<file path="src/rtl/spine_uplink_scheduler.sv">
// spine_uplink_scheduler: buffers egress flits in a small FIFO and dispatches
// them round-robin onto four credit-controlled spine uplinks.
module spine_uplink_scheduler #(
  parameter int unsigned DWIDTH        = 16,
  parameter int unsigned CREDITS       = 4,
  parameter int unsigned FIFO_DEPTH    = 4,
  parameter int unsigned STALL_TIMEOUT = 64
) (
  input  logic                          clk,
  input  logic                          reset,
  input  logic [DWIDTH-1:0]             in_data,
  input  logic                          in_valid,
  output logic                          in_ready,
  input  logic [3:0]                    spine_enable,
  input  logic [3:0]                    credit_return,
  output logic [DWIDTH-1:0]             out_data,
  output logic [3:0]                    out_valid,
  output logic [1:0]                    last_grant,
  output logic                          stall,
  output logic                          stall_timeout,
  output logic                          credit_err,
  output logic [$clog2(FIFO_DEPTH):0]   fifo_count
);

  localparam int unsigned AW  = $clog2(FIFO_DEPTH);
  localparam int unsigned CW  = AW + 1;
  localparam int unsigned SCW = $clog2(STALL_TIMEOUT + 1);

  typedef enum logic [1:0] {IDLE, RUN, STALL} state_t;

  logic [DWIDTH-1:0] r_mem [FIFO_DEPTH];
  logic [AW-1:0]     r_wr_ptr;
  logic [AW-1:0]     r_rd_ptr;
  logic [CW-1:0]     r_count;
  logic [2:0]        r_credit [4];
  logic [1:0]        r_rr_ptr;
  logic [SCW-1:0]    r_stall_cnt;
  state_t            r_state;
  state_t            w_state_next;

  logic              w_push;
  logic              w_pop;
  logic              w_any_elig;
  logic [3:0]        w_elig;
  logic [1:0]        w_grant;
  logic [3:0]        w_grant_oh;
  logic [2:0]        w_credit_next [4];
  logic [3:0]        w_credit_ovf;
  logic [CW-1:0]     w_count_next;

  assign in_ready     = (r_count != CW'(FIFO_DEPTH));
  assign fifo_count   = r_count;
  assign stall        = (r_state == STALL);
  assign w_push       = in_valid && in_ready;
  assign w_pop        = (r_count != '0) && w_any_elig;
  assign w_grant_oh   = w_pop ? (4'b0001 << w_grant) : '0;
  assign w_count_next = r_count + CW'(w_push) - CW'(w_pop);

  // Spine eligibility: enabled and holding at least one credit
  always_comb begin
    for (int unsigned i = 0; i < 4; i++) begin
      w_elig[i] = spine_enable[i] && (r_credit[i] != '0);
    end
  end

  // Round-robin pick: first eligible spine scanning upward from r_rr_ptr
  always_comb begin
    w_grant    = '0;
    w_any_elig = 1'b0;
    for (int unsigned k = 0; k < 4; k++) begin
      if (!w_any_elig && w_elig[r_rr_ptr + 2'(k)]) begin
        w_grant    = r_rr_ptr + 2'(k);
        w_any_elig = 1'b1;
      end
    end
  end

  // Per-spine credit update; a return at full credit without a dispatch is an error
  always_comb begin
    for (int unsigned i = 0; i < 4; i++) begin
      w_credit_next[i] = r_credit[i];
      w_credit_ovf[i]  = 1'b0;
      case ({w_grant_oh[i], credit_return[i]})
        2'b10:   w_credit_next[i] = r_credit[i] - 3'd1;
        2'b01: begin
          if (r_credit[i] == 3'(CREDITS)) w_credit_ovf[i] = 1'b1;
          else                            w_credit_next[i] = r_credit[i] + 3'd1;
        end
        default: w_credit_next[i] = r_credit[i];
      endcase
    end
  end

  // Next state from post-edge occupancy and credits
  always_comb begin
    w_state_next = IDLE;
    if (w_count_next != '0) begin
      w_state_next = STALL;
      for (int unsigned i = 0; i < 4; i++) begin
        if (spine_enable[i] && (w_credit_next[i] != '0)) w_state_next = RUN;
      end
    end
  end

  // FIFO storage (contents are don't-care until written)
  always_ff @(posedge clk) begin
    if (w_push) r_mem[r_wr_ptr] <= in_data;
  end

  // FIFO pointers and occupancy
  always_ff @(posedge clk) begin
    if (reset) begin
      r_wr_ptr <= '0;
      r_rd_ptr <= '0;
      r_count  <= '0;
    end else begin
      if (w_push) r_wr_ptr <= r_wr_ptr + AW'(1);
      if (w_pop)  r_rd_ptr <= r_rd_ptr + AW'(1);
      r_count <= w_count_next;
    end
  end

  // Dispatch register and round-robin pointer
  always_ff @(posedge clk) begin
    if (reset) begin
      out_data   <= '0;
      out_valid  <= '0;
      last_grant <= '0;
      r_rr_ptr   <= '0;
    end else begin
      out_valid <= w_grant_oh;
      if (w_pop) begin
        out_data   <= r_mem[r_rd_ptr];
        last_grant <= w_grant;
        r_rr_ptr   <= w_grant + 2'd1;
      end
    end
  end

  // Credit counters and sticky protocol error
  always_ff @(posedge clk) begin
    if (reset) begin
      for (int unsigned i = 0; i < 4; i++) r_credit[i] <= 3'(CREDITS);
      credit_err <= 1'b0;
    end else begin
      for (int unsigned i = 0; i < 4; i++) r_credit[i] <= w_credit_next[i];
      if (|w_credit_ovf) credit_err <= 1'b1;
    end
  end

  // FSM state register
  always_ff @(posedge clk) begin
    if (reset) r_state <= IDLE;
    else       r_state <= w_state_next;
  end

  // Saturating stall counter and sticky timeout flag
  always_ff @(posedge clk) begin
    if (reset) begin
      r_stall_cnt   <= '0;
      stall_timeout <= 1'b0;
    end else if (r_state != STALL) begin
      r_stall_cnt <= '0;
    end else if (r_stall_cnt != SCW'(STALL_TIMEOUT)) begin
      r_stall_cnt <= r_stall_cnt + SCW'(1);
      if (r_stall_cnt + SCW'(1) == SCW'(STALL_TIMEOUT)) stall_timeout <= 1'b1;
    end
  end

endmodule

</file>
<file path="config.mk">
export PLATFORM = sky130hd
export DESIGN_NAME = spine_uplink_scheduler
export DESIGN_NICKNAME = d
export VERILOG_FILES = /design/src/rtl/spine_uplink_scheduler.sv
export SDC_FILE = /design/constraint.sdc
export NUM_CORES = 1
export LEC_CHECK = 0
export CAP_MARGIN = 0
export CORE_UTILIZATION = 61
export CTS_CLUSTER_DIAMETER = 150
export DETAILED_ROUTE_END_ITERATION = 7
export HOLD_SLACK_MARGIN = 0.12
export MAX_ROUTING_LAYER = met4
export PLACE_DENSITY = 0.85
export SLEW_MARGIN = 0
export SYNTH_ARGS = -nofsm -noshare
export SYNTH_HDL_FRONTEND = slang
export SYNTH_SLANG_ARGS = --single-unit
</file>
<file path="constraint.sdc">
create_clock -name clk -period 8.3 [get_ports clk]
set_input_delay 1.66 -clock clk [delete_from_list [all_inputs] [get_ports clk]]
set_output_delay 1.66 -clock clk [all_outputs]
set_load 0.02 [all_outputs]
</file>
==> results.rst <==
.. list-table::
   :header-rows: 1

   * - Metric
     - Value
   * - Outcome
     - complete, no violations
   * - First-pass detailed-route iteration total
     - 5
   * - Final critical delay including setup and external delays
     - 4.84 ns
   * - Layout overhead on the synthesized area
     - 23.5%
   * - Gate count after technology mapping
     - 436
   * - Clock tree root driver cell
     - sky130_fd_sc_hd__clkbuf_8
   * - Register bit count reported by yosys
     - 118
   * - Aggregate global-route resource usage
     - 27.1%
   * - Ratio of cells with drive above 1 in the final layout
     - 12.5%
   * - GRT overflow
     - 0
   * - Asr flop ratio synth
     - 0%
   * - Maximum buffer depth of the clock tree
     - 2
   * - Highest-delay cell along the critical path
     - sky130_fd_sc_hd__a41o_1
   * - Initial antenna violation count
     - 0
   * - Largest family of logic cells by synthesized area
     - simple AND/OR/NAND/NOR gates
   * - Number of hold buffers added after cts
     - 0
   * - TritonCTS clock tree
     - yes
   * - Most repeated cell in the gate-level netlist after synthesis
     - sky130_fd_sc_hd__edfxtp_1
   * - Syn nets
     - 496
   * - Unrepaired setup endpoints after global routing
     - no
   * - Depth of the CTS H-tree
     - 4
   * - Share of the clock period used by the worst path after layout
     - 58.3%
   * - Setup repair bufs after CTS
     - 0
   * - Fin cells
     - 617
   * - Post-synthesis adder-cell area fraction
     - 8.01%
   * - Number of warnings reported in the yosys synthesis log
     - 0
   * - Worst-case hold path end point
     - credit_err$_SDFFE_PP0P_
   * - Total number of vias
     - 3530
   * - Endpoints failing hold
     - 0
   * - Nets
     - 559
   * - Synth area leader
     - sky130_fd_sc_hd__edfxtp_1
   * - Setup slack after placement
     - 2.96 ns
   * - Clk_skew
     - 0.00785 ns
   * - Setup TNS
     - 0 ns
   * - Maximum fanout along the worst path
     - 28
   * - Netlist area before placement
     - 5250 sq um
   * - Synth top area share
     - 36.6%
   * - Critical Path Max Stage Delay
     - 0.74 ns
   * - Clock sink count
     - 118
   * - Setup slack on the worst flop-to-flop path
     - 4.19 ns
   * - Share of synthesized area spent on multiplexers
     - 7.24%
   * - List of cells traversed by the critical path
     - clkdlybuf4s50_1 > o21ai_1 > a41o_1 > inv_2 > nand2_1 > inv_1 > ha_1 > a221o_1 > a21o_1 > o41ai_2 > nand4_1 > and2_1
   * - DIE HEIGHT
     - 94.8 um
   * - Basic-gate share of the synthesized area counting and, or, nand and nor cells
     - 12.6%
   * - Area fraction in compound gates after synthesis
     - 9.08%
   * - Clock slew at reported path FFs
     - 0.06 ns
   * - Routed len/inst
     - 17.6 um
   * - Ant. Diodes
     - 0
   * - Achievable clock frequency
     - 206 MHz
   * - Worst relative slew slack
     - 39.5%
   * - Die Footprint
     - 8980 sq um
   * - Maximum Capacitance Violations
     - 0
   * - Required time of the critical path
     - 8.71 ns
   * - Setup-failing EPs final
     - 0
   * - Cell depth of the worst min-delay path
     - 2
   * - Largest cells by area after synthesis
     - sky130_fd_sc_hd__edfxtp_1 (37%), sky130_fd_sc_hd__dfxtp_1 (21%), sky130_fd_sc_hd__ha_1 (7.6%)
   * - Violation count after the first detailed-routing iteration
     - 178
   * - Number of enable flip-flop cells after synthesis
     - 64
   * - Number of port buffers
     - 55
   * - Startpoint kind of the worst setup timing path
     - primary input
   * - Most frequent cells after synthesis
     - sky130_fd_sc_hd__edfxtp_1 (64), sky130_fd_sc_hd__dfxtp_1 (54), sky130_fd_sc_hd__nand2_1 (50), sky130_fd_sc_hd__inv_1 (33), sky130_fd_sc_hd__ha_1 (32)
   * - Worst hold slack
     - 0.452 ns
   * - Worst Tran Pin Value
     - 0.906 ns
   * - Number of top-level design ports
     - 56
   * - Setup slack after layout
     - 3.46 ns
   * - Row cnt
     - 33
   * - Length in cells of the worst reg-to-reg path
     - 14
   * - Type of the worst setup path
     - primary input to register
   * - Post-detailed-route via-to-cell ratio
     - 5.72
   * - Die extent in x
     - 94.8 um
   * - Post-CTS sizing
     - 0
   * - Source of the worst register-to-register timing path
     - r_credit[3][0]$_SDFF_PP0_
   * - Mean cell area of the mapped netlist
     - 12.0 sq um
   * - Via count of the first global-routing pass
     - 3705
   * - Starting density of the core
     - 63.6%
   * - HP Class
     - register to register
   * - Crit Reg-Reg Endpoint
     - r_state[0]$_SDFF_PP0_
   * - Worst-skew pair later-pin latency
     - 0.51 ns
   * - HPWL after DPL
     - 7.05 mm
   * - XOR/XNOR share of the synthesized area
     - 2.00%
   * - Largest vdd supply drop
     - 0.205 mV
   * - Post-synthesis sequential area ratio
     - 57.2%
   * - Leakage power
     - 2.49 nW
   * - Unique masters post-synth
     - 50
   * - Source of the worst hold timing path
     - credit_err$_SDFFE_PP0P_
   * - Critical Path Sink Type
     - register
   * - Pwr dens
     - 350 nW/um^2
   * - Placed insts
     - 585
   * - Predominant post-synthesis flop cell
     - sky130_fd_sc_hd__edfxtp_1
   * - Placeable core area
     - 8260 sq um
   * - Total wirelength of the detailed-routed design
     - 10.9 mm
   * - Total CTS buffers
     - 17
   * - Pin count of the biggest net entering global routing
     - 48
   * - Residual DRC count
     - 0
   * - Wire length of the first global-routing pass
     - 17.2 mm
   * - Max-slew violations
     - 0
   * - Weighted congestion reported at the end of routability-driven placement
     - 0.899
   * - Number of routed nets with antenna violations
     - 0
   * - Signal arrival time at the worst endpoint
     - 5.25 ns
critical path, delay by kind of cell:
family	cells	cell delay, ns
compound gates	5	1.73
buf+inv	3	0.91
simple gates	3	0.59
fa+ha+maj	1	0.34
area by class of cell:
cell class | count | area [sq um]
tap | 105 | 131
timing repair buffer | 57 | 566
clock buffer | 17 | 414
multi-input combinational | 268 | 2040
fill | 485 | 1770
sequential | 118 | 3000
clock inverter | 15 | 191
inverter | 37 | 139
per-stage QoR:
stage               power [W]  area (sq um)  util, %
floorplan             0.00130          5250        -
global placement      0.00150          5880     71.2
detailed placement    0.00153          5880     71.2
CTS                   0.00228          6490     78.5
global route          0.00238          6490     78.5
finish                0.00227          6490     78.5
cell usage in the layout (no fill, tap or decap), types with 3 or more instances in the layout:
master and instances:
sky130_fd_sc_hd__inv_6 5, sky130_fd_sc_hd__a22oi_1 5, sky130_fd_sc_hd__edfxtp_1 64, sky130_fd_sc_hd__ha_1 32
sky130_fd_sc_hd__clkdlybuf4s50_1 55, sky130_fd_sc_hd__nor2_1 26, sky130_fd_sc_hd__and2_1 4, sky130_fd_sc_hd__a21oi_1 25
sky130_fd_sc_hd__nor2b_1 13, sky130_fd_sc_hd__clkinv_4 3, sky130_fd_sc_hd__nand2_1 50, sky130_fd_sc_hd__a31oi_1 5
sky130_fd_sc_hd__clkbuf_16 16, sky130_fd_sc_hd__inv_1 33, sky130_fd_sc_hd__a221o_1 4, sky130_fd_sc_hd__or2_2 4
sky130_fd_sc_hd__bufinv_16 3, sky130_fd_sc_hd__a21o_1 3, sky130_fd_sc_hd__nor3b_1 4, sky130_fd_sc_hd__nand4_1 3
sky130_fd_sc_hd__nand2b_1 7, sky130_fd_sc_hd__xor2_1 4, sky130_fd_sc_hd__mux4_2 16, sky130_fd_sc_hd__dfxtp_1 54
sky130_fd_sc_hd__nor3_1 5, sky130_fd_sc_hd__o21ai_0 10, sky130_fd_sc_hd__o31ai_1 5, sky130_fd_sc_hd__and3_1 9
sky130_fd_sc_hd__xnor2_1 8
layer usage:
layer	GRT usage (%)	vias up	share of wire [%]
li1	-	1685	-
met1	28.9	1688	39
met2	46.4	131	53
met3	7.73	26	5.6
met4	12.5	0	2.4
met5	-	-	0
sequential cells by signal (all words and copies together), names as in the netlist, 3 cells and up:
| name | flops |
|---|---|
| out_data | 16 |
| fifo_count | 3 |
| r_mem | 64 |
| r_stall_cnt | 7 |
| out_valid | 4 |
| r_credit | 12 |
how the worst max path moves through the flow:
stage,start,to,slack [ns],depth (start not counted)
6_report,spine_enable[2],r_state[0]$_SDFF_PP0_,3.46,12
5_1_grt,spine_enable[2],r_state[0]$_SDFF_PP0_,3.23,12
4_1_cts,spine_enable[2],r_state[0]$_SDFF_PP0_,3.46,12
3_5_place_dp,spine_enable[2],r_state[0]$_SDFF_PP0_,2.96,12
3_3_place_gp,spine_enable[2],r_state[0]$_SDFF_PP0_,3.11,12
2_1_floorplan,spine_enable[2],r_state[0]$_SDFF_PP0_,4.17,13
logic make-up (layout without fill, tap and decap cells):
| group | count (synthesis) | after routing |
|---|---|---|
| simple gates | 134 | 134 |
| flops | 118 | 118 |
| compound gates | 71 | 71 |
| buf+inv | 50 | 126 |
| fa+ha+maj | 33 | 33 |
| mux | 18 | 18 |
| xor+xnor | 12 | 12 |
where the power goes:
group	total [W]	leakage, nW	internal [W]	switching [W]
clock	0.000740	0.292	0.000464	0.000276
combinational	0.000725	1.16	0.000326	0.000398
sequential	0.000809	1.03	0.000728	0.0000803
(Power assumes the default switching activity.)
